File: config.mk
export PLATFORM = sky130hd
export DESIGN_NAME = transform_columns
export DESIGN_NICKNAME = d
export VERILOG_FILES = /design/src/rtl/aes_pkg.sv /design/src/rtl/mix_single_column.sv /design/src/rtl/transform_columns.sv
export SDC_FILE = /design/constraint.sdc
export NUM_CORES = 1
export LEC_CHECK = 0
export CORE_ASPECT_RATIO = 1.1
export CORE_MARGIN = 2
export CORE_UTILIZATION = 58
export CTS_CLUSTER_SIZE = 28
export DETAILED_ROUTE_END_ITERATION = 16
export PLACE_DENSITY_LB_ADDON = 0.2
export SETUP_SLACK_MARGIN = 0.1
export SLEW_MARGIN = 25
export SYNTH_ARGS = -nofsm -noshare
export SYNTH_HDL_FRONTEND = slang
export SYNTH_SLANG_ARGS = --single-unit
File: constraint.sdc
create_clock -name clk -period 1.7 [get_ports clk]
set_clock_uncertainty 0.2 [all_clocks]
set_input_delay 0.255 -clock clk [delete_from_list [all_inputs] [get_ports clk]]
set_output_delay 0.255 -clock clk [all_outputs]
set_load 0.01 [all_outputs]
File: src/rtl/aes_pkg.sv
// Shared AES byte/column/state types and GF(2^8) constant-multiply helpers.
package aes_pkg;

    typedef logic [7:0] byte_t;
    typedef byte_t [3:0] column_t;
    typedef byte_t [15:0] state_t;

    localparam byte_t AES_POLY = 8'h1B;

    function automatic byte_t xtime(input byte_t x);
        return {x[6:0], 1'b0} ^ (x[7] ? AES_POLY : 8'h00);
    endfunction

    // Coefficients up to 0x0f are enough for both MixColumns and InvMixColumns.
    function automatic byte_t gmul_const(input byte_t x, input logic [3:0] coeff);
        byte_t x2;
        byte_t x4;
        byte_t x8;
        x2 = xtime(x);
        x4 = xtime(x2);
        x8 = xtime(x4);
        return (coeff[0] ? x  : 8'h00) ^
               (coeff[1] ? x2 : 8'h00) ^
               (coeff[2] ? x4 : 8'h00) ^
               (coeff[3] ? x8 : 8'h00);
    endfunction

    // Coefficient applied to input row j when producing output row r, with pos = (j - r) mod 4.
    function automatic logic [3:0] row_coeff(input logic inverse, input logic [1:0] pos);
        logic [3:0] c;
        case (pos)
            2'd0:    c = inverse ? 4'he : 4'h2;
            2'd1:    c = inverse ? 4'hb : 4'h3;
            2'd2:    c = inverse ? 4'hd : 4'h1;
            default: c = inverse ? 4'h9 : 4'h1;
        endcase
        return c;
    endfunction

endpackage

File: src/rtl/mix_single_column.sv
// Combinational (Inv)MixColumns of one 4-byte column.
module mix_single_column
    import aes_pkg::*;
(
    input  column_t col,
    input  logic    inverse,
    output column_t mixed
);

    always_comb begin
        mixed = '0;
        for (int r = 0; r < 4; r++) begin
            for (int j = 0; j < 4; j++) begin
                mixed[r] = mixed[r] ^ gmul_const(col[j], row_coeff(inverse, 2'(j - r)));
            end
        end
    end

endmodule

File: src/rtl/transform_columns.sv
// AES MixColumns / InvMixColumns over a full state, one state per cycle, registered output.
module transform_columns
    import aes_pkg::*;
(
    input  logic         clk,
    input  logic         rst_n,
    input  logic         in_valid,
    input  logic         inverse,
    input  logic [127:0] in_state,
    output logic         out_valid,
    output logic [127:0] out_state
);

    state_t in_bytes;
    state_t mixed;
    state_t state_q;
    logic   valid_q;

    assign in_bytes = state_t'(in_state);

    for (genvar c = 0; c < 4; c++) begin : g_col
        mix_single_column u_mix (
            .col     (column_t'(in_bytes[4*c +: 4])),
            .inverse (inverse),
            .mixed   (mixed[4*c +: 4])
        );
    end

    // Valid semantics: no backpressure; every cycle with in_valid=1 yields a result
    // one cycle later with out_valid=1. Idle cycles drop out_valid but hold out_state.
    always_ff @(posedge clk or negedge rst_n) begin
        if (!rst_n) begin
            state_q <= '0;
            valid_q <= 1'b0;
        end else begin
            valid_q <= in_valid;
            if (in_valid) begin
                state_q <= mixed;
            end
        end
    end

    assign out_state = 128'(state_q);
    assign out_valid = valid_q;

endmodule

==> run summary, run 1 <==
Register area share after synthesis: 23.8%
CTS resizes: 1116
Stop err: [ERROR DPL-0038] Utilization greater than 100%, impossible to legalize
Distinct cell type count after synthesis: 30
Synth warnings: 0
Syn_area_per_cell: 9.75 um^2
# Post-CTS Setup Buffers: 123
IO Port Bufs: 260
Synthesized cell area: 13500 um^2
Post-placement cell count: 2243
Clk buf depth: 2
HPWL Detailed: 40100 um
Synth Register Bits: 129
Post-synth EDFFs: 0
Number of I/O pins: 261
H-tree depth: 4
Post-Syn Instances: 1390
Clk sinks: 129
Syn_nets: 1522
Status: aborted with a tool error
Cell row count: 58
Failing step: clock tree synthesis
CTS Root Cell: clkbuf_16
Ys flop type: dfrtp_1
Cts hold-fix bufs: 1
CTS Buf Count: 17
Die Y-Extent: 164 um
Placer congestion estimate: 0.919
FFs w/ async S/R, synth: 100%
Initial Utilization: 59.1%
Die width: 150 um
==> synthesized netlist by cell type (2+ instances only) <==
library cell	n	area [um^2]
dfrtp_1	129	3230
a21oi_1	63	315
mux2i_1	3	30.0
clkbuf_1	50	188
and2_1	4	25.0
xnor2_2	7	114
xor2_4	2	55.1
buf_4	9	67.6
xnor3_2	2	47.6
buf_1	6	22.5
inv_1	2	7.51
xnor2_1	575	5040
nor2_1	67	251
xor3_1	7	166
nand2b_1	6	37.5
nor2b_1	5	31.3
buf_2	30	150
xor2_1	202	1770
nand2_1	110	413
mux2_2	66	743
o21ai_0	3	15.0
xor2_2	8	130
xnor3_1	27	608
==> metrics by stage <==
step / hold WS (ps) / util, % / setup WS [ps] / area [um^2]
floorplan: -241 / - / -629 / 16100
global placement: -54.5 / 91.9 / -1150 / 21100
detailed placement: -52.2 / 91.9 / -1290 / 21100
==> cell families after synthesis <==
| logic type | synth area share (%) |
|---|---|
| AO/OA/AOI/OAI | 2.44 |
| XOR/XNOR | 58.9 |
| AND/OR/NAND/NOR | 5.83 |
| buffers and inverters | 3.30 |
| flip-flops | 23.8 |
| multiplexers | 5.71 |
==> inputs of run 2 (changes only) <==
- CORE_ASPECT_RATIO: 1.1 -> not set
- CORE_UTILIZATION: 58 -> 40
- CTS_CLUSTER_SIZE: 28 -> not set
- PLACE_DENSITY_LB_ADDON: 0.2 -> 0.15
- SETUP_SLACK_MARGIN: 0.1 -> not set
==> run 2 against run 1 <==
  * The flow now finishes, with violations (negative setup slack)
  * Synthesized cell count unchanged
  * Synthesized area unchanged
==> run summary, run 2 <==
Slew Limit Fails: 0
Die area: 35400 um^2
Clk buf depth: 2 (unchanged)
First-pass GRT wire length: 71500 um
DR pass1 iterations: 4
Peak VDD IR: 0.000785 V
Post-synth top cells: xnor2_1, xor2_1, dfrtp_1
Cell row count: 67 (+16%)
Data required time of the worst path: 1830 ps
Crit path max fanout: 3
Number of flip-flops in the largest register: 128
Syn_nets: 1522 (unchanged)
Placer congestion estimate: 0.870 (-5.3%)
Register area: 3230 um^2
HPWL Detailed: 33800 um (-16%)
IO Port Bufs: 260 (unchanged)
H-tree depth: 4 (unchanged)
Distinct cell type count after synthesis: 30 (unchanged)
Synth area leaders: xnor2_1, dfrtp_1, xor2_1
Synthesized cell area: 13500 um^2 (unchanged)
Worst endpoint data arrival time: 2140 ps
Via count: 12400
CP Launch Type: input pin
Static Leakage: 0.0116 uW
Antenna cells: 0
Register area share after synthesis: 23.8% (unchanged)
Synth Register Bits: 129 (unchanged)
Yosys top cell area share: 37.2% (unchanged)
Fmax: 0.498 GHz
Count of final hold-check violations: 0
Layout Area Growth over Synthesis: 93.2%
Die Y-Extent: 188 um (+14%)
Largest net degree at the start of global routing: 52
Clk sinks: 129 (unchanged)
CTS clk-pin slew, worst paths: 70 ps
Relative slew slack: 71.5%
CTS Root Cell: clkbuf_16
Maxcap violations: 0
CTS tree: done
Ys flop type: dfrtp_1
Die width: 188 um (+26%)
CP Capture Type: flip-flop
Total power: 27800 uW
Status: finished with violations
Post-Syn Instances: 1390 (unchanged)
Commonest cells after routing, fill and taps aside: buf_4, xnor2_1, xnor2_2
Core Util, Final: 78.2%
CP Class: in2reg
Period Utilization, post-route: 118%
Top-count cell post-synth: xnor2_1
Worst Hold Class: in2async
Initial DRC count: 491
Initial Utilization: 40.5% (-19 points)
Final setup fails: 84
Post-route ant nets: 0
RSZ-0062 raised after global routing: yes
CORE AREA: 33400 um^2
DRT Wirelength: 50800 um
Commonest non-fill, non-tap cell in the layout: buf_4
Post-synth EDFFs: 0 (unchanged)
Vias in the first global route: 13000
Final WS setup: -308 ps
Initial antenna violation count: 0
FFs w/ async S/R, synth: 100% (unchanged)
Worst slew pin tran: 424 ps
Layout cells sized above 1: 56.6%
Grt ovf: 0
Failing checks: negative setup slack
Number of I/O pins: 261 (unchanged)
WL per Instance: 19.6 um
Synth warnings: 0 (unchanged)
CTS Buf Count: 17 (unchanged)
Minimum clock period: 2010 ps
Fin nets: 2262
Syn_area_per_cell: 9.75 um^2 (unchanged)
Later-pin clock latency in the skew report: 440 ps
DRC: 0
GRT Total Usage: 26.2%
Largest area contributor in the netlist: xnor2_1
Area of the multi-input gates: 14400 um^2
Fillcell total: 1901
Vias per cell: 4.78
Pwr per Cell Area: 1060 nW/um^2
run 2: cell counts after synthesis:
No cell type changed its count.
run 2: per-layer routing:
layer	global-route usage [%]	vias up	part of all wire, %
li1	-	5718	-
met5	0	-	0
met1	32.9	6245	41
met3	3.54	105	3.5
met4	8.09	0	3.1
met2	46.7	320	53
run 2: path summary, 6_finish.rpt:
path	cells after the start	startpoint	slack, ps	to
max	9	in_state[66]	-310	out_state[69]
min	2	rst_n	30	out_state[64]
max reg2reg	1	out_state[45]	670	out_state[45]
min reg2reg	1	out_state[55]	300	out_state[55]
max in group asynchronous	3	rst_n	630	out_state[18]
min in group clk	4	in_state[97]	140	out_state[122]
run 2: power breakdown:
group / total, uW / switching, uW / internal, uW
clock: 3910 / 1600 / 2310
sequential: 5440 / 903 / 4540
combinational: 18500 / 8140 / 10400
run 2: logic make-up (layout without fill, tap and decap cells):
logic type / Yosys count / count (layout) / synth area share, %
DFF: 129 / 129 / 23.8
buffers and inverters: 98 / 851 / 3.30
muxes: 69 / 69 / 5.71
AOI/OAI and AO/OA: 66 / 66 / 2.44
and+or+nand+nor: 196 / 196 / 5.83
xor gates and xnor gates: 832 / 832 / 58.9
run 2: stage by stage:
step | instances | setup TNS, ps | hold slack (ps) | setup slack (ps) | cell area [um^2]
2_1_floorplan | 1390 | -27530 | -241 | -629 | 16000
3_3_place_gp | 2424 | -113210 | -59.1 | -1180 | 21500
3_5_place_dp | 2424 | -116890 | -55.2 | -1190 | 21500
4_1_cts | 2565 | -10460 | 23.6 | -302 | 24400
5_1_grt | 2591 | -11800 | 40.4 | -319 | 26200
6_report | 2591 | -7470 | 27.3 | -308 | 26200
run 2: worst max-delay path, stage by stage:
cell,delay (ps)
clkbuf_2,120
xnor2_2,260
xnor3_2,460
buf_6,160
xnor2_4,160
nand2_2,100
xor2_2,200
xnor2_1,140
mux2_4,270
run 2: timing repair:
item | 4_1_cts | 5_1_grt
setup buffers | 116 | 59
pin swaps | 357 | 347
hold buffers | 2 | 0
resized for setup | 804 | 427
endpoints found under the setup margin | 257 | 117
hold endpoints to repair | 133 | 0
run 2: layout make-up:
type | instances | share of cell area, %
flip-flops and latches | 129 | 12.3
well taps | 448 | 2.14
repair buffers | 817 | 28.2
multi-input cells | 1163 | 55.0
clock buffers | 19 | 1.65
clock inverters | 13 | 0.622
inverters | 2 | 0.0287
Note: power is estimated with default switching activity, not from simulation.
==> inputs of run 3 (changes only) <==
--- a/config.mk
+++ b/config.mk
@@ -10,3 +10,5 @@
 export DETAILED_ROUTE_END_ITERATION = 16
+export DONT_BUFFER_PORTS = 1
 export PLACE_DENSITY_LB_ADDON = 0.15
+export REMOVE_ABC_BUFFERS = 1
 export SLEW_MARGIN = 25
==> constraint.sdc (replaced) <==
create_clock -name clk -period 1.7 [get_ports clk]
set_clock_uncertainty 0.2 [all_clocks]
set_input_delay 0.17 -clock clk [delete_from_list [all_inputs] [get_ports clk]]
set_output_delay 0.17 -clock clk [all_outputs]
set_load 0.01 [all_outputs]
==> run 3 against run 2 <==
  * The flow finishes with violations (negative hold slack, negative setup slack)
  * Sequential cell count stayed put
  * Clock power down 9.5%
  * Register-to-register slack got worse by 430 ps
==> run summary, run 3 (synthesized netlist as in run 2, its figures left out) <==
Status: finished with violations
Failing checks: negative hold slack, negative setup slack
HPWL Detailed: 26000 um (-23%)
Minimum clock period: 1710 ps (-302 ps)
Initial Utilization: 40.5% (unchanged)
Final setup fails: 1 (-99%)
Peak VDD IR: 0.000780 V (-0.62%)
Post-placement cell count: 1942 (-20%)
Slew Limit Fails: 0 (unchanged)
Post-Place Cell Area: 15200 um^2 (-29%)
IO Port Bufs: 0 (-100%)
Maxcap violations: 0 (unchanged)
DR pass1 iterations: 4 (unchanged)
Layout Area Growth over Synthesis: 19.1%
CP Launch Type: input pin
Register area: 3230 um^2 (unchanged)
Placer congestion estimate: 0.831 (-4.5%)
Vias per cell: 4.57 (-4.5%)
Static Leakage: 0.00641 uW (-45%)
Core Util, Final: 48.2% (-30 points)
Final Hold Slack: -770 ps (-797 ps)
Worst slew pin tran: 418 ps (-6.14 ps)
Initial antenna violation count: 0 (unchanged)
Via count: 9060 (-27%)
Number of I/O pins: 261 (unchanged)
Fin nets: 1656 (-27%)
Area of the multi-input gates: 10200 um^2 (-29%)
Crit path max fanout: 4 (+1)
H-tree depth: 4 (unchanged)
Die Y-Extent: 188 um (unchanged)
RSZ-0062 raised after global routing: yes
First-pass GRT wire length: 55400 um (-23%)
Die width: 188 um (unchanged)
Later-pin clock latency in the skew report: 420 ps (-20 ps)
DRC: 0 (unchanged)
Initial DRC count: 338 (-31%)
Cell row count: 67 (unchanged)
Clk sinks: 129 (unchanged)
Layout cells sized above 1: 24.0% (-33 points)
Data required time of the worst path: 1810 ps (-20 ps)
GRT Total Usage: 20.0% (-6.2 points)
CP Capture Type: flip-flop
CTS Root Cell: clkbuf_16
Pwr per Cell Area: 1220 nW/um^2 (+15%)
Antenna cells: 0 (unchanged)
CORE AREA: 33400 um^2 (unchanged)
Die area: 35400 um^2 (unchanged)
Worst Hold Class: in2async
DRT Wirelength: 34100 um (-33%)
Worst Reg-to-Reg Cells: 3 (+2)
Commonest non-fill, non-tap cell in the layout: xnor2_1
Final instance area: 16100 um^2 (-38%)
Count of final hold-check violations: 254 (+254)
Commonest cells after routing, fill and taps aside: xnor2_1, buf_4, xor2_1
Non-Filler Instances: 1984 (-23%)
Post-route ant nets: 0 (unchanged)
Fillcell total: 3184 (+67%)
Period Utilization, post-route: 100% (-18 points)
Fmax: 0.586 GHz (+18%)
Grt ovf: 0 (unchanged)
CTS clk-pin slew, worst paths: 60 ps (about the same)
CTS Buf Count: 17 (unchanged)
Clk buf depth: 2 (unchanged)
CP Class: in2reg
CTS tree: done
Final WS setup: -5.86 ps (+302 ps)
Number of flip-flops in the largest register: 128 (unchanged)
WL per Instance: 17.2 um (-12%)
Worst endpoint data arrival time: 1820 ps (-320 ps)
Largest net degree at the start of global routing: 190 (+270%)
Vias in the first global route: 9758 (-25%)
Relative slew slack: 71.9% (+0.41 points)
==> run 3: stage by stage <==
step / setup slack, ps / TNS (ps) / total power, uW
6_report: -5.86 / -5.86 / 19700
5_1_grt: -56.1 / -312 / 21200
4_1_cts: 6.34 / 0 / 19900
3_5_place_dp: -582 / -29940 / 16000
3_3_place_gp: -556 / -28880 / 15900
2_1_floorplan: -593 / -21000 / 13400
==> run 3: report_power, final <==
group | switching (uW) | internal, uW
logic | 3960 | 5860
registers | 1840 | 4540
clock network | 1510 | 2040
total | 7300 | 12400
==> run 3: worst paths after layout <==
| check | from | to | slack, ps |
|---|---|---|---|
| max in group asynchronous | rst_n | out_state[44] | 1890 |
| min in group clk | in_valid | out_valid | -370 |
| min | rst_n | out_state[77] | -770 |
| max reg2reg | out_state[71] | out_state[71] | 240 |
| max | in_state[17] | out_state[20] | -6 |
| min reg2reg | out_state[16] | out_state[16] | 380 |
==> run 3: critical path, cell delays in order <==
cell and delay, ps:
xnor2_4 150, xnor3_1 420, xnor3_1 380, nor2b_2 160, xnor2_2 160, xnor2_1 110, mux2_4 260
==> run 3: final cells by class <==
cell class | count | area share (%)
Tap cell | 448 | 3.47
Clock buffer | 18 | 2.72
Inverter | 2 | 0.0465
Clock inverter | 13 | 0.714
Timing Repair Buffer | 211 | 9.96
Multi-Input combinational cell | 1163 | 63.1
Sequential cell | 129 | 20.0
==> run 3: repair_timing <==
item,CTS,global route
buffers inserted,1,6
setup endpoints to repair,12,37
pin swaps,6,22
resized for setup,12,36
endpoints found under the hold margin,258,255
hold buffers,3,1
cloned,0,0
==> run 3: routing by layer <==
metal	global-route usage, %	share of wire (%)	wire length [um]
met5	0	0	0
met3	5.82	6.8	2320
met4	5.00	1.2	411
met1	25.6	45	15300
met2	32.9	47	16100
